**src/rtl/axi_lite_arbiter.sv**
```systemverilog
// Two-port arbiter that serialises simple requester transactions onto one AXI4-Lite master port.
// Define ARB_ROUND_ROBIN_EN for alternating grants on contention; otherwise s0 has fixed priority.
module axi_lite_arbiter #(
  parameter logic [31:0] OFFSET = 32'h0
) (
  input  logic        clk,
  input  logic        rstn,

  input  logic        s0_req,
  input  logic        s0_we,
  input  logic [31:0] s0_addr,
  input  logic [31:0] s0_wdata,
  input  logic [3:0]  s0_wstrb,
  output logic        s0_done,
  output logic [31:0] s0_rdata,
  output logic [1:0]  s0_resp,

  input  logic        s1_req,
  input  logic        s1_we,
  input  logic [31:0] s1_addr,
  input  logic [31:0] s1_wdata,
  input  logic [3:0]  s1_wstrb,
  output logic        s1_done,
  output logic [31:0] s1_rdata,
  output logic [1:0]  s1_resp,

  output logic [31:0] m_araddr,
  output logic [2:0]  m_arprot,
  output logic        m_arvalid,
  input  logic        m_arready,

  input  logic [31:0] m_rdata,
  input  logic [1:0]  m_rresp,
  input  logic        m_rvalid,
  output logic        m_rready,

  output logic [31:0] m_awaddr,
  output logic [2:0]  m_awprot,
  output logic        m_awvalid,
  input  logic        m_awready,

  output logic [31:0] m_wdata,
  output logic [3:0]  m_wstrb,
  output logic        m_wvalid,
  input  logic        m_wready,

  input  logic [1:0]  m_bresp,
  input  logic        m_bvalid,
  output logic        m_bready
);

  typedef enum logic [2:0] {
    IDLE  = 3'd0,
    RADDR = 3'd1,
    RDATA = 3'd2,
    WADDR = 3'd3,
    WRESP = 3'd4
  } state_e;

  state_e            state_q, state_d;
  logic              gnt_q, gnt_d;
  logic [31:0]       addr_q, addr_d;
  logic [31:0]       wdata_q, wdata_d;
  logic [3:0]        wstrb_q, wstrb_d;
  logic              arvalid_q, arvalid_d;
  logic              rready_q, rready_d;
  logic              awvalid_q, awvalid_d;
  logic              wvalid_q, wvalid_d;
  logic              bready_q, bready_d;
  logic [1:0]        done_q, done_d;
  logic [1:0][31:0]  rdata_q, rdata_d;
  logic [1:0][1:0]   resp_q, resp_d;

  // Arbitration and selection of the winning requester's fields.
  logic              any_req;
  logic              gnt_sel;
  logic              sel_we;
  logic [31:0]       sel_addr;
  logic [31:0]       sel_wdata;
  logic [3:0]        sel_wstrb;
  logic              aw_left;
  logic              w_left;

`ifdef ARB_ROUND_ROBIN_EN
  logic              last_q, last_d;
`endif

  always_comb begin
    any_req = s0_req | s1_req;
`ifdef ARB_ROUND_ROBIN_EN
    gnt_sel = (s0_req & s1_req) ? ~last_q : s1_req;
`else
    gnt_sel = ~s0_req;
`endif
    sel_we    = gnt_sel ? s1_we    : s0_we;
    sel_addr  = gnt_sel ? s1_addr  : s0_addr;
    sel_wdata = gnt_sel ? s1_wdata : s0_wdata;
    sel_wstrb = gnt_sel ? s1_wstrb : s0_wstrb;
  end

  always_comb begin
    // NOTE: every signal this block drives gets a default first, so no path can infer a latch.
    state_d   = state_q;
    gnt_d     = gnt_q;
    addr_d    = addr_q;
    wdata_d   = wdata_q;
    wstrb_d   = wstrb_q;
    arvalid_d = arvalid_q;
    rready_d  = rready_q;
    awvalid_d = awvalid_q;
    wvalid_d  = wvalid_q;
    bready_d  = bready_q;
    done_d    = '0;
    rdata_d   = rdata_q;
    resp_d    = resp_q;
    aw_left   = awvalid_q & ~m_awready;
    w_left    = wvalid_q & ~m_wready;
`ifdef ARB_ROUND_ROBIN_EN
    last_d    = last_q;
`endif

    unique case (state_q)
      IDLE: begin
        // While done is high the requester has not yet seen it, so its req is still the old one.
        if (any_req && (done_q == 2'b00)) begin
          gnt_d     = gnt_sel;
          addr_d    = sel_addr - OFFSET;
          wdata_d   = sel_wdata;
          wstrb_d   = sel_wstrb;
          arvalid_d = ~sel_we;
          awvalid_d = sel_we;
          wvalid_d  = sel_we;
          state_d   = sel_we ? WADDR : RADDR;
`ifdef ARB_ROUND_ROBIN_EN
          last_d    = gnt_sel;
`endif
        end
      end

      RADDR: begin
        if (m_arready) begin
          arvalid_d = 1'b0;
          rready_d  = 1'b1;
          state_d   = RDATA;
        end
      end

      RDATA: begin
        if (m_rvalid) begin
          rready_d       = 1'b0;
          rdata_d[gnt_q] = m_rdata;
          resp_d[gnt_q]  = m_rresp;
          done_d[gnt_q]  = 1'b1;
          state_d        = IDLE;
        end
      end

      WADDR: begin
        awvalid_d = aw_left;
        wvalid_d  = w_left;
        if (!aw_left && !w_left) begin
          bready_d = 1'b1;
          state_d  = WRESP;
        end
      end

      WRESP: begin
        if (m_bvalid) begin
          bready_d      = 1'b0;
          resp_d[gnt_q] = m_bresp;
          done_d[gnt_q] = 1'b1;
          state_d       = IDLE;
        end
      end

      default: state_d = IDLE;
    endcase
  end

  always_ff @(posedge clk or negedge rstn) begin
    // NOTE: state is updated with non-blocking assignments so every flop samples pre-edge values.
    if (!rstn) begin
      state_q   <= IDLE;
      gnt_q     <= 1'b0;
      addr_q    <= '0;
      wdata_q   <= '0;
      wstrb_q   <= '0;
      arvalid_q <= 1'b0;
      rready_q  <= 1'b0;
      awvalid_q <= 1'b0;
      wvalid_q  <= 1'b0;
      bready_q  <= 1'b0;
      done_q    <= '0;
      rdata_q   <= '0;
      resp_q    <= '0;
    end else begin
      state_q   <= state_d;
      gnt_q     <= gnt_d;
      addr_q    <= addr_d;
      wdata_q   <= wdata_d;
      wstrb_q   <= wstrb_d;
      arvalid_q <= arvalid_d;
      rready_q  <= rready_d;
      awvalid_q <= awvalid_d;
      wvalid_q  <= wvalid_d;
      bready_q  <= bready_d;
      done_q    <= done_d;
      rdata_q   <= rdata_d;
      resp_q    <= resp_d;
    end
  end

`ifdef ARB_ROUND_ROBIN_EN
  // Pointer starts at s1 so that s0 wins the first contended grant.
  always_ff @(posedge clk or negedge rstn) begin
    if (!rstn) last_q <= 1'b1;
    else       last_q <= last_d;
  end
`endif

  assign m_araddr  = addr_q;
  assign m_arprot  = 3'b000;
  assign m_arvalid = arvalid_q;
  assign m_rready  = rready_q;
  assign m_awaddr  = addr_q;
  assign m_awprot  = 3'b000;
  assign m_awvalid = awvalid_q;
  assign m_wdata   = wdata_q;
  assign m_wstrb   = wstrb_q;
  assign m_wvalid  = wvalid_q;
  assign m_bready  = bready_q;

  assign s0_done   = done_q[0];
  assign s0_rdata  = rdata_q[0];
  assign s0_resp   = resp_q[0];
  assign s1_done   = done_q[1];
  assign s1_rdata  = rdata_q[1];
  assign s1_resp   = resp_q[1];

endmodule

```
**config.mk**
```make
export PLATFORM = sky130hd
export DESIGN_NAME = axi_lite_arbiter
export DESIGN_NICKNAME = d
export VERILOG_FILES = /design/src/rtl/axi_lite_arbiter.sv
export SDC_FILE = /design/constraint.sdc
export NUM_CORES = 1
export LEC_CHECK = 0
export CAP_MARGIN = 10
export CORE_MARGIN = 4
export CORE_UTILIZATION = 30
export CTS_BUF_LIST = sky130_fd_sc_hd__clkbuf_16
export DETAILED_ROUTE_END_ITERATION = 10
export PLACE_DENSITY = 0.65
export SYNTH_ARGS = -nofsm -noshare
export SYNTH_HDL_FRONTEND = slang
export SYNTH_SLANG_ARGS = --single-unit
```
**constraint.sdc**
```tcl
create_clock -name clk -period 4.7 [get_ports clk]
set_input_delay 0.47 -clock clk [delete_from_list [all_inputs] [get_ports clk]]
set_output_delay 0.47 -clock clk [all_outputs]
set_load 0.01 [all_outputs]
```
Word level (Yosys, flattened, before mapping) --
Cells that the tools add are included.
Storage, ports and cells: output and inout port bits 181, input bits 183, flip-flop bits (word level) 147
Cells by class: magnitude comparators 2, equality and inequality tests 9, bitwise logic cells 7, multiplexer cells 38, reduce and logical (&&, ||, !) cells 20
Operators with widths (number):
- 2-to-1 mux 32 bit | 3
- bitwise mux 64 bit | 1
- demux 32 bit (select 1 bit) | 1
- 2-to-1 mux 3 bit | 5
- one-hot mux 3 bit (5 select lines) | 1
- 2-to-1 mux 4 bit | 3
- AND reduction 3 bit | 4
- != test 2 bit, second input constant | 5
- one-hot mux 1 bit (2 select lines) | 5
- nonzero test 2 bit | 5
- 2-to-1 mux 1 bit | 9
- bitwise mux 4 bit | 2
- 2-to-1 mux 2 bit | 4
- one-hot mux 4 bit (2 select lines) | 1
- == test 3 x 2 -> 1 bit, second input constant | 2
- AND reduction 2 bit | 3
- AND reduction 5 bit | 1
- NOT 1 bit | 4
- one-hot mux 2 bit (2 select lines) | 1
- == test 3 x 1 -> 1 bit, second input constant | 1
- == test 3 bit, second input constant | 1
- logical AND 1 bit | 3
- zero test 3 bit | 1
- bitwise AND 1 bit | 2
- other kinds (7) | 8

Longest topological paths before layout --
Gate-level depths: netlist of run 1.
depth after elaboration 7, depth in mapped cells 7, depth with buffers taken out 4

Worst setup path before layout of run 1 --
Ideal clock, no wire load.
path kind register -> register, from reg state_q[2], to reg rdata_q (netlist bit s0_rdata[11]), buffers on the path 3, stages on the path, launching flop included 7, clock period less this slack 1.745 ns, library setup time 0.125 ns, slack 2.955 ns, data arrival time 1.620 ns, required time 4.575 ns, cell sequence dfrtp_1 -> buf_2 -> and4bb_2 -> nor2b_1 -> clkbuf_1 -> buf_4 -> mux2_2
Between the ends: cells in the longest elaborated chain, start to end 2
Ends and longest elaborated chain:
- start: declaration | RTL line 60 | state_e state_q, state_d;
- start signal: assignment | RTL line 197 | state_q <= state_d;
- == test 3 x 2 -> 1 bit | RTL line 122 | unique case (state_q)
- AND reduction 2 bit (no source line)
- end signal: assignment | RTL line 208 | rdata_q <= rdata_d;
- end: declaration | RTL line 71 | logic [1:0][31:0] rdata_q, rdata_d;
No other way between the ends. A chain may end at the register's enable or synchronous reset.

Worst setup path after layout of run 1 --
from reg state_q[1], to reg wvalid_q, in the netlist m_wvalid
Between the ends: cells in the longest elaborated chain, start to end 3, elaborated cells on any way between the ends 6
Ends and longest elaborated chain:
- == test 3 x 2 -> 1 bit / zero test 3 bit (equally long branches) | RTL line 122
- nonzero test 2 bit (no source line) / != test 2 bit (equally long branches)
- AND reduction 2 bit (no source line)
- end signal: assignment | RTL line 205 | wvalid_q <= wvalid_d;
- end: declaration | RTL line 68 | logic wvalid_q, wvalid_d;
Several ways; a longest one is shown, not always the timed one.

==> results of run 1 <==
how the worst max path moves through the flow:
stage / start / end / slack [ns] / depth (start not counted)
after detailed placement: s1_req / m_wvalid$_DFFE_PN0P_ / 2.14 / 6
after global placement: s1_req / m_wvalid$_DFFE_PN0P_ / 2.13 / 6
final: state_q[1]$_DFFE_PN0P_ / m_wvalid$_DFFE_PN0P_ / 2.24 / 5
after CTS: state_q[1]$_DFFE_PN0P_ / m_wvalid$_DFFE_PN0P_ / 2.21 / 5
after global routing: state_q[1]$_DFFE_PN0P_ / m_wvalid$_DFFE_PN0P_ / 2.04 / 5
after floorplan: state_q[2]$_DFFE_PN0P_ / s0_rdata[11]$_DFFE_PN0P_ / 2.95 / 6
through the flow:
step                      setup slack (ns)  instance area (sq um)  hold slack [ns]  util, %
final                                 2.24                  10700           0.0704     50.3
after detailed placement              2.14                  10100            0.478     47.4
after CTS                             2.21                  10700           0.0834     50.3
after floorplan                       2.95                   6540            0.174        -
after global routing                  2.04                  10700            0.103     50.3
after global placement                2.13                  10100            0.469     47.4
cell usage in the layout, fill, tap and decap left out, types with 3 or more instances in the layout:
| cell type | count |
|---|---|
| nand2b_1 | 3 |
| o21ai_0 | 3 |
| buf_4 | 9 |
| nand2_1 | 7 |
| mux2i_1 | 69 |
| inv_1 | 5 |
| a21oi_1 | 74 |
| mux2_2 | 67 |
| clkdlybuf4s50_1 | 355 |
| nor2_1 | 75 |
| clkbuf_16 | 17 |
| dfrtp_1 | 147 |
| or3_1 | 3 |
| mux2_1 | 3 |
| inv_6 | 5 |
| inv_8 | 5 |
| conb_1 | 6 |
| nand3_1 | 3 |
registers in the layout, summed over array words and instances (netlist names):
name       count
m_wstrb        4
m_wdata       32
s0_rdata      32
m_arvalid      1
state_q        3
done_q         2
s1_rdata      32
s1_resp        2
m_wvalid       1
s0_resp        2
m_araddr      32
gnt_q          1
m_rready       1
m_awvalid      1
m_bready       1
kinds of logic (layout without fill, tap and decap cells):
| kind of cell | after synthesis | in the layout | share of synthesized area [%] |
|---|---|---|---|
| and+or+nand+nor | 102 | 102 | 7.02 |
| AOI/OAI and AO/OA | 83 | 83 | 6.56 |
| buffers and inverters | 76 | 402 | 7.31 |
| other | 1 | 6 | 0.0575 |
| DFF | 147 | 147 | 56.4 |
| muxes | 139 | 139 | 22.7 |
critical path, cell delays in order (launching register included):
cell      delay (ns)
dfrtp_1         0.53
or3_1           0.48
nor4_4          0.16
buf_4           0.76
a311oi_1        0.10
or2_2           0.31
area by class of cell:
cell class | count | share of cell area (%)
Clock buffer | 17 | 3.99
Multi-Input combinational cell | 330 | 22.4
Inverter | 5 | 0.176
Clock inverter | 15 | 1.67
Sequential cell | 147 | 34.5
Tap cell | 275 | 3.23
Timing Repair Buffer | 365 | 34.1
metal layers:
metal,share of wire (%),vias to the layer above,wire (microns),track usage (%)
met3,11,16,2190,7.23
met5,0,-,0,0
li1,-,2491,-,-
met1,39,2444,7780,19.0
met4,1.3,0,271,4.63
met2,49,227,9860,27.4
power by group:
group | internal (uW) | total (uW) | switching, uW | leakage (uW)
combinational | 1890 | 3270 | 1380 | 0.00250
sequential | 1890 | 2290 | 400 | 0.00171
clock | 765 | 1380 | 615 | 0.000291
==> metrics, run 1 <==
Slew Viols, Final 0; R2R Path End m_wvalid$_DFFE_PN0P_; clock sink total 147; register bit total from synthesis 147; min-delay worst type in -> async; antenna violations before repair 0; Worst Path Max Fanout 105; DRT iter0 DRCs 179; ant diodes 0; crit path DAT 2.76 ns; Initial Util 30.7%; largest net degree at the start of global routing 106; Clock Skew 0.0119 ns; setup tns final 0 ns; register-to-register setup slack 2.24 ns; final hold viol count 0; worst rel slew slack 33.1%; area grow syn2layout 63.5%; clock buffer count from CTS 17; fmax 407 MHz; Post-DRT Antenna Nets 0; PortBufs 357; Die W 155 microns; Core Rows 53; WL per Instance 17.4 microns; Slew @ Worst Pin 1.00 ns; LEAKAGE 0.00450 uW; Yosys top cell by area dfrtp_1; total congestion overflow 0; fraction of layout cells with a size suffix above 1 12.9%; clock-pin slew on the worst setup and hold paths 0.07 ns; period utilization 52.3%; Power Total 6950 uW; Core Footprint 21200 sq um; max_cap viols 0; Synth Instances 548; Root Driver clkbuf_16; critical path endpoint category register; number of fill cells 1957; most common cell in the netlist dfrtp_1; Mapped Avg Cell Area 11.9 sq um; GPL Wtd Cong 0.741; Area contributors post-synth dfrtp_1 56%, mux2_2 12%, mux2i_1 11%; die height 155 microns; pwr dens 651 nW/um^2; drt total wl 20100 microns; via density per instance 4.49; Worst R2R Path Depth 5; clock tree buffer depth 2; # setup viols final 0; Post-Syn Area 6520 sq um; sequential share of the synthesized area 56.4%; startpoint types register; top post-synthesis cells by count 147 x dfrtp_1, 75 x nor2_1, 74 x a21oi_1; total global-route track usage 16.3%; Finished Layout Cells 1154; status complete, no violations; sequential cell area 3680 sq um; H-tree Lvls 4; worst reg2reg startpoint state_q[1]$_DFFE_PN0P_; area of the multi-input gates 2390 sq um; Syn. warnings 0; drt drc 0; async set or reset register ratio after synthesis 100%; DIE AREA 24200 sq um; CTS tree yes; vias in the first global route 5413; Final #Nets 1049; post-CTS setup buffer count 0; synth unique cells 30; DP Wirelength 15200 microns; global-route wire length before repair 30900 microns; share of the synthesized area in the top cell type 56.4%; hold_buf cts 0; Post-synth EDFFs 0; RSZ-0062 raised after global routing false; Vias 5178; placed instance count 1122; Main synth FF type dfrtp_1; Setup CP Type reg -> reg; worst skew pair latency 0.41 ns; I/O pins 364; maximum VDD drop 0.322 mV; DR pass1 iterations 5; Req. time, crit path 5.00 ns; cells resized by post-CTS repair 0; Final min period 2.46 ns
No activity file was read; power rests on OpenSTA's default activity.
==> run 2, diff against run 1 <==
==> constraint.sdc (replaced) <==
create_clock -name clk -period 2.5 [get_ports clk]
set_input_delay 0.25 -clock clk [delete_from_list [all_inputs] [get_ports clk]]
set_output_delay 0.25 -clock clk [all_outputs]
set_load 0.01 [all_outputs]
==> run 2 against run 1 <==
Compared with the run above: final area is 0.99% higher; sequential share of layout area fell by 0.34 points; fmax increased by 23%; routed wire length is the same; via count is 1.2% higher; power rose by 90%; combinational power grew 91%; sequential cell count stayed put; hold slack gained 0.20 ns; critical endpoint is now m_wdata[20]$_DFFE_PN0P_; highest routed layer unchanged.
==> metrics, run 2 (same netlist as run 1, synthesis figures left out) <==
PortBufs 357 (unchanged); clock sink total 147 (unchanged); post-place setup slack 0.493 ns (was 2.14 ns); startpoint types register (unchanged); Worst R2R Path Depth 5 (unchanged); Vias 5239 (was 5178); setup tns final 0 ns (unchanged); most common cell after layout, fill and taps aside clkdlybuf4s50_1 (unchanged); fraction of layout cells with a size suffix above 1 13.3% (was 12.9%); met3 wire len 2160 microns (was 2190 microns); Final #Nets 1055 (was 1049); worst rel slew slack 54.1% (was 33.1%); Die W 155 microns (unchanged); Slew @ Worst Pin 0.688 ns (was 1.00 ns); sequential cell area 3680 sq um (unchanged); via density per instance 4.52 (was 4.49); total congestion overflow 0 (unchanged); DIE AREA 24200 sq um (unchanged); ant diodes 0 (unchanged); GPL Wtd Cong 0.724 (was 0.741); CTS tree yes (unchanged); Power Total 13200 uW (was 6950 uW); area grow syn2layout 65.1% (was 63.5%); largest net degree at the start of global routing 90 (was 106); met2 wire len 9920 microns (was 9860 microns); die height 155 microns (unchanged); Final min period 2.00 ns (was 2.46 ns); top routing layer in use met4 (unchanged); Root Driver clkbuf_16 (unchanged); crit path DAT 2.33 ns (was 2.76 ns); # setup viols final 0 (unchanged); pwr dens 1230 nW/um^2 (was 651 nW/um^2); WL per Instance 17.3 microns (was 17.4 microns); clock-pin slew on the worst setup and hold paths 0.07 ns (about the same); post-CTS setup buffer count 0 (unchanged); Clock Skew 0.0116 ns (was 0.0119 ns); hold_buf cts 1 (was 0); commonest cells after routing, fill and taps aside 355 x clkdlybuf4s50_1, 147 x dfrtp_1, 75 x nor2_1, 74 x a21oi_1, 69 x mux2i_1 (unchanged); drt drc 0 (unchanged); fin worst setup slack 0.499 ns (was 2.24 ns); final hold viol count 0 (unchanged); LEAKAGE 0.00456 uW (was 0.00450 uW); WHS 0.273 ns (was 0.0704 ns); final core occ 50.8% (was 50.3%); Worst Path Max Fanout 73 (was 105); register-to-register setup slack 0.50 ns (was 2.24 ns); Req. time, crit path 2.83 ns (was 5.00 ns); max_cap viols 0 (unchanged); Core Rows 53 (unchanged); number of fill cells 1929 (was 1957); global-route wire length before repair 30700 microns (was 30900 microns); met1 WL 7900 microns (was 7780 microns); period utilization 80.0% (was 52.3%); maximum VDD drop 0.668 mV (was 0.322 mV); Post-DRT Antenna Nets 0 (unchanged); vias in the first global route 5381 (was 5413); area of the multi-input gates 2390 sq um (unchanged); fmax 500 MHz (was 407 MHz); clock buffer count from CTS 17 (unchanged); drt total wl 20100 microns (unchanged); cells resized by post-CTS repair 0 (unchanged); I/O pins 364 (unchanged); DRT iter0 DRCs 220 (was 179); Setup CP Type reg -> reg (unchanged); status complete, no violations (unchanged); min-delay worst type in -> async (unchanged); clock tree buffer depth 2 (unchanged); DR pass1 iterations 4 (was 5); worst skew pair latency 0.41 ns (about the same); antenna violations before repair 0 (unchanged); Core Footprint 21200 sq um (unchanged); Initial Util 30.7% (unchanged); Slew Viols, Final 0 (unchanged); H-tree Lvls 4 (unchanged); RSZ-0062 raised after global routing false (unchanged); critical path endpoint category register (unchanged); total global-route track usage 16.2% (was 16.3%); DP Wirelength 15500 microns (was 15200 microns)
## run 2: cell type report
cell class,instances,share of cell area [%]
repair buffers,371,34.6
flip-flops and latches,147,34.2
inverters,5,0.174
well taps,275,3.19
multi-input cells,330,22.2
clock buffers,17,3.95
clock inverters,15,1.72
## run 2: stage by stage
stage	instances	area, sq um
6_report	1160	10800
2_1_floorplan	553	6540
3_3_place_gp	1127	10200
3_5_place_dp	1127	10200
5_1_grt	1160	10800
4_1_cts	1160	10800
## run 2: worst paths after layout
kind	from	to
max	state_q[0]$_DFFE_PN0P_	m_wdata[20]$_DFFE_PN0P_
min	rstn	s1_rdata[19]$_DFFE_PN0P_
max reg2reg	state_q[0]$_DFFE_PN0P_	m_wdata[20]$_DFFE_PN0P_
min reg2reg	s0_rdata[28]$_DFFE_PN0P_	s0_rdata[28]$_DFFE_PN0P_
max in group asynchronous	rstn	m_wdata[2]$_DFFE_PN0P_
min in group clk	s0_req	m_arvalid$_DFFE_PN0P_
## run 2: where the power goes
part / switching (uW) / internal, uW / leakage [uW]
logic: 2620 / 3640 / 0.00255
clock network: 1120 / 1520 / 0.000302
registers: 737 / 3560 / 0.00171
## run 2: routing by layer
layer / track usage (%) / vias to the layer above
li1: - / 2498
met1: 18.8 / 2507
met2: 27.6 / 227
met3: 7.45 / 7
met4: 3.38 / 0
met5: 0 / -
## run 2: critical path, cell delays in order (launching register included)
cell     delay [ns]
dfrtp_1        0.51
or3_1          0.45
nor4_4         0.38
buf_12         0.33
nor2_1         0.08
a21oi_1        0.14
==> run 3, diff against run 2 <==
==> constraint.sdc (replaced) <==
create_clock -name clk -period 2.1 [get_ports clk]
set_input_delay 0.21 -clock clk [delete_from_list [all_inputs] [get_ports clk]]
set_output_delay 0.21 -clock clk [all_outputs]
set_load 0.01 [all_outputs]
==> run 3 against run 2 <==
Compared with the run above: sequential share of layout area is 0.15 points lower; combinational power grew 22%; global-route usage increased by 0.19 points; fmax grew 6.9%; register-to-register slack worse by 0.27 ns; clock skew rose by 0.0031 ns; count of clock-buffer cells in the layout did not move; critical path depth is 1 higher; final area grew 0.45%; hold slack worse by 0.074 ns; highest routed layer unchanged.
==> metrics, run 3 (same netlist as run 1, synthesis figures left out) <==
NetSw 5430 uW (was 4480 uW); DIE AREA 24200 sq um (unchanged); register-to-register setup slack 0.23 ns (was 0.50 ns); Worst R2R Path Depth 6 (was 5); commonest cells after routing, fill and taps aside 355 x clkdlybuf4s50_1, 147 x dfrtp_1, 75 x nor2_1, 74 x a21oi_1, 69 x mux2i_1 (unchanged); placed instance count 1130 (was 1127); crit path DAT 2.20 ns (was 2.33 ns); max_cap viols 0 (unchanged); # setup viols final 0 (unchanged); pwr dens 1450 nW/um^2 (was 1230 nW/um^2); critical path endpoint category register (unchanged); Critical Path Max Stage Delay 0.46 ns (was 0.51 ns); clock-pin slew on the worst setup and hold paths 0.07 ns (about the same); Root Driver clkbuf_16 (unchanged); Post-DRT Antenna Nets 0 (unchanged); period utilization 89.1% (was 80.0%); Initial Util 30.7% (unchanged); ant diodes 0 (unchanged); cells resized by post-CTS repair 0 (unchanged); worst skew pair latency 0.42 ns (was 0.41 ns); Final min period 1.87 ns (was 2.00 ns); DR pass1 iterations 4 (unchanged); Final #Nets 1058 (was 1055); drt total wl 20300 microns (was 20100 microns); PortBufs 357 (unchanged); setup tns final 0 ns (unchanged); clock sink total 147 (unchanged); Power Total 15700 uW (was 13200 uW); Crit. Startpoint state_q[0]$_DFFE_PN0P_ (unchanged); die height 155 microns (unchanged); Gate power share 48.6% (was 47.4%); global-route wire length before repair 30800 microns (was 30700 microns); fmax 534 MHz (was 500 MHz); total global-route track usage 16.4% (was 16.2%); min-delay worst type in -> reg (was in -> async); area grow syn2layout 65.9% (was 65.1%); H-tree Lvls 4 (unchanged); worst hold endpoint m_wdata[1]$_DFFE_PN0P_; LEAKAGE 0.00458 uW (was 0.00456 uW); WL per Instance 17.4 microns (was 17.3 microns); startpoint types register (unchanged); Setup CP Type reg -> reg (unchanged); DRT iter0 DRCs 131 (was 220); CP Buf/Inv Count 2 (was 1); number of fill cells 1943 (was 1929); RSZ-0062 raised after global routing false (unchanged); Core Footprint 21200 sq um (unchanged); Core Rows 53 (unchanged); worst hold start s0_req; final hold viol count 0 (unchanged); GPL Wtd Cong 0.761 (was 0.724); via density per instance 4.53 (was 4.52); maximum VDD drop 0.667 mV (was 0.668 mV); largest net degree at the start of global routing 56 (was 90); Slew Viols, Final 0 (unchanged); post-CTS setup buffer count 0 (unchanged); CP Cell Sequence or3_1, nor4_4, buf_12, buf_12, nor2_1, a21oi_1 (was or3_1, nor4_4, buf_12, nor2_1, a21oi_1); Req. time, crit path 2.43 ns (was 2.83 ns); R2R Path End m_wdata[21]$_DFFE_PN0P_ (was m_wdata[20]$_DFFE_PN0P_); CP max-delay cell dfrtp_1 (unchanged); Finished Layout Cells 1163 (was 1160); antenna violations before repair 0 (unchanged); internal power 10300 uW (was 8720 uW); Clock Skew 0.0147 ns (was 0.0116 ns); Net Sw Frac 34.6% (was 33.9%); clock buffer count from CTS 17 (unchanged); most used cell, CP buf_12; vias in the first global route 5403 (was 5381); fraction of layout cells with a size suffix above 1 13.6% (was 13.3%); clock tree buffer depth 2 (unchanged); clock power share 18.9% (was 20.0%); Vias 5263 (was 5239); WHS Path Cells 3; Top Family by Delay on Critical Path simple AND/OR/NAND/NOR gates (unchanged); worst reg2reg startpoint state_q[0]$_DFFE_PN0P_ (unchanged); Reg power frac 32.4% (was 32.6%); total congestion overflow 0 (unchanged); drt drc 0 (unchanged); Worst Path Max Fanout 34 (was 73); most common cell after layout, fill and taps aside clkdlybuf4s50_1 (unchanged); status complete, no violations (unchanged); CTS tree yes (unchanged); DP Wirelength 15600 microns (was 15500 microns); I/O pins 364 (unchanged); Die W 155 microns (unchanged); critical path depth in cells 6 (was 5)
[run 3: worst max-delay path by stage]
stage,to
finish,m_wdata[21]$_DFFE_PN0P_
global route,m_wdata[21]$_DFFE_PN0P_
floorplan,s0_rdata[11]$_DFFE_PN0P_
CTS,m_wdata[21]$_DFFE_PN0P_
global placement,s0_rdata[8]$_DFFE_PN0P_
detailed placement,s0_rdata[21]$_DFFE_PN0P_
[run 3: tightest hold or removal path, stage by stage]
cell	delay, ns
buf_4	0.14
mux2i_1	0.09
a21oi_1	0.13
[run 3: power groups by stage]
stage	registers [uW]	logic [uW]	clock network, uW
floorplan	5660	3000	0
global placement	5100	7640	0
detailed placement	5150	7720	0
CTS	5120	7750	3090
global route	5300	8230	3230
finish	5090	7640	2980
[run 3: per-layer routing]
layer  vias to the layer above  wire length, microns  track usage (%)
li1                       2512                     -                -
met1                      2496                  7820             18.8
met2                       237                  9930             27.3
met3                        18                  2210             8.04
met4                         0                   306             4.50
met5                         -                     0                0
[run 3: area by class of cell]
class                   count  area [sq um]  area share [%]
inverters                   5          18.8           0.173
flip-flops and latches    147          3680            34.0
clock inverters            15           161            1.49
well taps                 275           344            3.18
repair buffers            374          3800            35.1
clock buffers              17           425            3.93
multi-input cells         330          2390            22.1
[run 3: timing repair]
item | 4_1_cts | 5_1_grt
endpoints found under the setup margin | 0 | 0
endpoints found under the hold margin | 48 | 0
hold buffers | 1 | 0
[run 3: through the flow]
step / setup slack (ns) / hold slack [ns] / utilization [%] / instance area (sq um)
after floorplan: 0.355 / -0.0856 / - / 6540
after detailed placement: 0.169 / 0.186 / 48.2 / 10200
final: 0.228 / 0.200 / 51.0 / 10800
after global placement: 0.202 / 0.190 / 48.2 / 10200
after CTS: 0.203 / 0.193 / 51.0 / 10800
after global routing: 0.0797 / 0.213 / 51.0 / 10800
